[config.mk]
export PLATFORM = sky130hd
export DESIGN_NAME = pipelined_adder
export DESIGN_NICKNAME = d
export VERILOG_FILES = /design/src/rtl/pipelined_adder.sv
export SDC_FILE = /design/constraint.sdc
export NUM_CORES = 1
export LEC_CHECK = 0
export ABC_AREA = 1
export CELL_PAD_IN_SITES_DETAIL_PLACEMENT = 0
export CELL_PAD_IN_SITES_GLOBAL_PLACEMENT = 1
export CORE_AREA = 8 8 75 77
export CTS_CLUSTER_SIZE = 20
export DETAILED_ROUTE_END_ITERATION = 10
export DIE_AREA = 0 0 83 85
export GPL_TIMING_DRIVEN = 0
export PLACE_DENSITY_LB_ADDON = 0.1
export SLEW_MARGIN = 0
export SYNTH_ARGS = -nofsm -noshare
export SYNTH_HDL_FRONTEND = slang
export SYNTH_SLANG_ARGS = --single-unit
[constraint.sdc]
create_clock -name clk -period 1.5 [get_ports clk]
set_input_delay 0.15 -clock clk [delete_from_list [all_inputs] [get_ports clk]]
set_output_delay 0.15 -clock clk [all_outputs]
set_load 0.1 [all_outputs]
[src/rtl/pipelined_adder.sv]
// Pipelined WIDTH-bit adder/subtractor, one CHUNK-bit slice per register stage, valid/ready on both sides.
// Optional signed saturation of the result when the macro ADDER_SAT_EN is defined.
module pipelined_adder #(
   parameter int WIDTH = 8,
   parameter int CHUNK = 4
) (
   input  logic             clk,
   input  logic             rst,
   input  logic             in_valid,
   output logic             in_ready,
   input  logic [WIDTH-1:0] a,
   input  logic [WIDTH-1:0] b,
   input  logic             cin,
   input  logic             sub,
   output logic             out_valid,
   input  logic             out_ready,
   output logic [WIDTH-1:0] sum,
   output logic             cout,
   output logic             ovf
);

   localparam int STAGES = WIDTH / CHUNK;

   if (WIDTH < CHUNK || (WIDTH % CHUNK) != 0) begin : g_bad_params
      $error("pipelined_adder: WIDTH must be a non-zero multiple of CHUNK");
   end

   // x: finished sum slices below the current stage, untouched A slices above it.
   // y: the effective B operand (already inverted for subtraction).
   typedef struct packed {
      logic             vld;
      logic [WIDTH-1:0] x;
      logic [WIDTH-1:0] y;
      logic             c;
      logic             ovf;
   } stage_t;

   stage_t stage_q [STAGES];
   stage_t stage_d [STAGES];
   logic   stall;

   always_comb begin
      stage_t           src;
      logic [CHUNK:0]   part;
      logic             sum_ovf;

      // NOTE: every combinational output gets a default before any branch; this is what keeps the block latch-free.
      stall    = stage_q[STAGES-1].vld && !out_ready;
      in_ready = !stall;
      src      = '0;
      part     = '0;
      sum_ovf  = 1'b0;

      for (int k = 0; k < STAGES; k++) begin
         stage_d[k] = stage_q[k];

         if (k == 0) begin
            src.vld = in_valid;
            src.x   = a;
            src.y   = sub ? ~b : b;
            src.c   = sub ? ~cin : cin;
            src.ovf = 1'b0;
         end else begin
            src = stage_q[(k > 0) ? k - 1 : 0];
         end

         part = {1'b0, src.x[k*CHUNK +: CHUNK]} + {1'b0, src.y[k*CHUNK +: CHUNK]}
              + {{CHUNK{1'b0}}, src.c};
         sum_ovf = (src.x[WIDTH-1] == src.y[WIDTH-1]) && (part[CHUNK-1] != src.x[WIDTH-1]);

         // Bubbles move the valid bit only, so the output data holds its last value while idle.
         if (!stall) begin
            stage_d[k].vld = src.vld;
            if (src.vld) begin
               stage_d[k].x                  = src.x;
               stage_d[k].x[k*CHUNK +: CHUNK] = part[CHUNK-1:0];
               stage_d[k].y                  = src.y;
               stage_d[k].c                  = part[CHUNK];
               stage_d[k].ovf                = 1'b0;
               if (k == STAGES - 1) begin
                  stage_d[k].ovf = sum_ovf;
`ifdef ADDER_SAT_EN
                  if (sum_ovf) begin
                     stage_d[k].x = {src.x[WIDTH-1], {(WIDTH-1){~src.x[WIDTH-1]}}};
                  end
`endif
               end
            end
         end
      end
   end

   // NOTE: the data fields are reset along with the valid bits because sum/cout/ovf must read zero during reset.
   always_ff @(posedge clk or posedge rst) begin
      if (rst) begin
         for (int k = 0; k < STAGES; k++) begin
            stage_q[k] <= '0;
         end
      end else begin
         // NOTE: non-blocking updates let every stage sample its predecessor's pre-edge value.
         for (int k = 0; k < STAGES; k++) begin
            stage_q[k] <= stage_d[k];
         end
      end
   end

   assign out_valid = stage_q[STAGES-1].vld;
   assign sum       = stage_q[STAGES-1].x;
   assign cout      = stage_q[STAGES-1].c;
   assign ovf       = stage_q[STAGES-1].ovf;

endmodule

Word-level counts from Yosys, hierarchy flattened --
Index checks and enable logic that the tools add are counted.
Operators by class: $add $sub $neg 4, multipliers 0, divide/modulo/power cells 0, magnitude comparators 0, equality and inequality tests 2, shift operators 0, multiplexer cells 2, bitwise gates (word level) 3, reduce and logical (&&, ||, !) cells 6
Operator list (count):
- $add 4x4->5 | 2
- $add 5x1->5 | 2
- $mux 8 | 1
- $not 8->8 | 1
- $reduce_and 2->1 | 2
- $logic_and 1x1->1 | 2
- $logic_not 1->1 | 2
- $not 1->1 | 2
- $eq 1x1->1 | 1
- $mux 1 | 1
- $ne 1x1->1 | 1
Word-level totals: bits in registers 29, latch bits 0, memory bits (writable) 0, bits in read-only memories 0, bits of input ports 22, output and inout bits 12, word-level logic and storage cells 25, memories kept 0

Depth between registers and ports, before layout --
depth in word-level cells 4, gate-level depth with buffers 8, mapped depth without buffers 7

Worst setup path after synthesis --
OpenSTA, ideal clock, no wires.
path kind reg-to-reg, start register stage_q (netlist bit out_valid), end register stage_q[37] (netlist name), library setup time 0.139 ns, data arrival time 1.761 ns, required time 1.361 ns, path slack -0.400 ns, cell stages (with the launch flop) 5, buffers on the path 1, clock period less this slack 1.900 ns, cell sequence dfrtp_1 > nand2_4 > nand2_4 > buf_8 > o21ai_0
On the way: longest elaborated chain between the ends 1
RTL lines:
- from (decl) | RTL line 38 | stage_t stage_q [STAGES];
- from (signal, indexed assignment) | RTL line 102 | stage_q[k] <= stage_d[k];
- $logic_and 1x1->1 | RTL line 48 | stall = stage_q[STAGES-1].vld && !out_ready;
Every way passes these cells. A chain may end at the register's enable or synchronous reset.

Final worst setup path --
start register stage_q[20] (netlist name), end register stage_q (netlist bit sum[5])
On the way: longest elaborated chain between the ends 1
RTL lines:
- $add 5x1->5 | RTL line 68 | + {{CHUNK{1'b0}}, src.c};
Every way passes these cells.

==> key figures <==
Run status
  – Status: finished clean

Critical path
  – Endpoint class of the critical path: flip-flop
  – Crit-path max FO: 2
  – Crit start category: flip-flop
  – Worst Path Required: 1.69 ns
  – Crit Path Class: flip-flop to flip-flop
  – CP arrival: 1.67 ns

STA
  – Final Slew Violations: 0
  – Clock Skews: 0.00961 ns
  – Fin. Hold Viols: 0
  – Worst setup margin: 0.0243 ns
  – RSZ-0062 raised after global routing: yes
  – Max transition margin: 35.0%
  – Worst slew pin tran: 0.975 ns
  – WHS: 0.238 ns
  – Final TNS setup: 0 ns
  – Final Setup Violations: 0
  – Max Fclk: 678 MHz
  – Final Cycle Share: 98.4%
  – Min Tclk post-route: 1.48 ns

GRT
  – Initial antenna violation count: 0
  – First-pass GRT wire length: 5.15 mm
  – Grt ovf: 0
  – Largest net degree at the start of global routing: 26
  – Vias in the first global route: 1122
  – GRT Total Usage: 8.60%

Place
  – Gpl congestion: 0.753
  – # placed instances: 241
  – Place WS: -0.572 ns
  – Dpl hpwl: 2.27 mm
  – PortBufs: 32
  – Placed Area: 1810 sq um

Logic synthesis
  – Syn_area_per_cell: 9.11 sq um
  – Largest cells by area after synthesis: dfrtp_1 (44%), nand2_1 (15%), fa_1 (5.7%)
  – Post-synth top area share: 44.3%
  – Ys Warns: 0
  – Seq/Total Area, Yosys: 44.3%
  – Yosys reg bits: 25
  – Post-Syn Nets: 187
  – Synth Cell Area: 1410 sq um
  – Post-Synthesis Cells: 155
  – Post-synth top area cell: dfrtp_1
  – Netlist cell types: 22

Floorplanning
  – Die height: 85 um
  – Io pins: 34
  – Die area: 7060 sq um
  – DIE WIDTH: 83 um
  – Starting Density: 31.1%
  – Placement row count: 25
  – CORE AREA: 4540 sq um

CTS
  – Hold-fix buffers at CTS: 0
  – H-tree depth: 1
  – Clock Tree Root: clkbuf_8
  – Clk_lat worst skew: 0.27 ns
  – CTS Buf Count: 3
  – Bufs on Longest Clock Path: 2
  – Clock sink total: 25
  – Clock Pin Slew Worst Setup and Hold Paths: 0.09 ns
  – CTS tree: yes

Detailed routing
  – Initial DRC Count: 22
  – Vias/cell: 4.21
  – Drt drc: 0
  – DR pass1 iterations: 4
  – Wire length per cell: 11.6 um
  – Antenna viol nets, final: 0
  – DR vias: 1049
  – Total wire length: 2.90 mm

Pwr
  – Pwr Total: 3.24 mW
  – Leak Pwr: 0.935 nW
  – Pwr Density: 1690 nW/um^2
  – Worst VDD drop: 0.000415 V

Finish
  – Layout cell share with drive strength beyond 1: 24.6%
  – Net count, final: 228
  – Post-Route Utilization: 42.2%
  – Fillers: 468
  – Post-Layout Inst Area: 1910 sq um
  – N_diodes: 0
  – Final Non-Filler Cells: 249
  – Layout overhead on the synthesized area: 35.3%

Hold path
  – Tightest Hold Check Type: input port to flip-flop

Job
  – Max Cap Viol: 0
[worst paths after layout]
check                             from  slack, ns  cells past startpoint          end
hold / removal                     sub       0.24                      3  stage_q[26]
setup / recovery           stage_q[20]       0.02                      4       sum[5]
hold reg to reg                   cout       0.49                      2         cout
min in group asynchronous          rst       0.41                      2         cout
setup reg to reg           stage_q[20]       0.02                      4       sum[5]
max in group asynchronous          rst       0.39                      2    out_valid
[state kept, by name, summed over array words and instances, names as in the netlist]
register   cells
cout           1
out_valid      1
ovf            1
stage_q       14
sum            8
[timing repair]
item,in CTS,in global routing
endpoints found under the setup margin,17,9
buffers inserted,1,3
pin swaps,4,4
gates resized for setup,43,4
[metal layers]
metal  global-route usage [%]  wire length (um)  vias up
li1                         -                 -      555
met4                     4.31                40        0
met1                     10.7              1400      466
met3                     2.11               147        2
met2                     13.5              1310       26
met5                        0                 0        -
[layout by cell type (no fill, tap or decap), types with 2 or more instances in the layout]
| cell | count |
|---|---|
| a21oi_1 | 2 |
| buf_6 | 2 |
| xor2_1 | 5 |
| buf_4 | 12 |
| nand3_2 | 3 |
| nand2_4 | 3 |
| nand3_1 | 2 |
| inv_1 | 8 |
| o21ai_1 | 4 |
| clkdlybuf4s15_2 | 11 |
| ha_1 | 6 |
| xnor2_1 | 5 |
| clkbuf_8 | 3 |
| fa_2 | 3 |
| nor2_1 | 3 |
| nand2_2 | 2 |
| nand2_1 | 57 |
| dlygate4sd2_1 | 2 |
| clkdlybuf4s50_1 | 18 |
| dfrtp_1 | 24 |
| inv_2 | 3 |
| o21ai_0 | 7 |
[area by class of cell]
class                   count  area [sq um]  share of cell area [%]
well taps                  54          67.6                    3.53
clock buffers               4          45.0                    2.36
inverters                  12          47.5                    2.49
flip-flops and latches     25           629                    32.9
plain buffers              11          97.6                    5.10
multi-input cells         107           666                    34.8
repair buffers             36           359                    18.8
[critical path: stages (launching register included)]
cell	delay (ns)
dfrtp_1	0.42
fa_2	0.41
inv_2	0.06
fa_1	0.39
o21ai_1	0.12
[logic make-up after synthesis]
group	synth area share (%)
flops	44.3
xor+xnor	6.82
fa+ha+maj	11.0
buf+inv	10.3
compound gates	4.96
simple gates	22.7
[where the power goes]
part	total, mW	leakage [nW]	switching [mW]	internal [mW]
combinational	1.85	0.605	1.29	0.560
sequential	0.984	0.307	0.117	0.867
clock	0.407	0.0228	0.217	0.190
[synth_stat cells (all sizes together)]
cell / n
xnor2: 5
nand3: 5
nand4: 1
o21ai: 11
fa: 4
nand2: 62
buf: 11
dfrtp: 25
nand3b: 1
nor2: 3
inv: 12
xor2: 6
a21oi: 3
ha: 6
(Power assumes the default switching activity.)
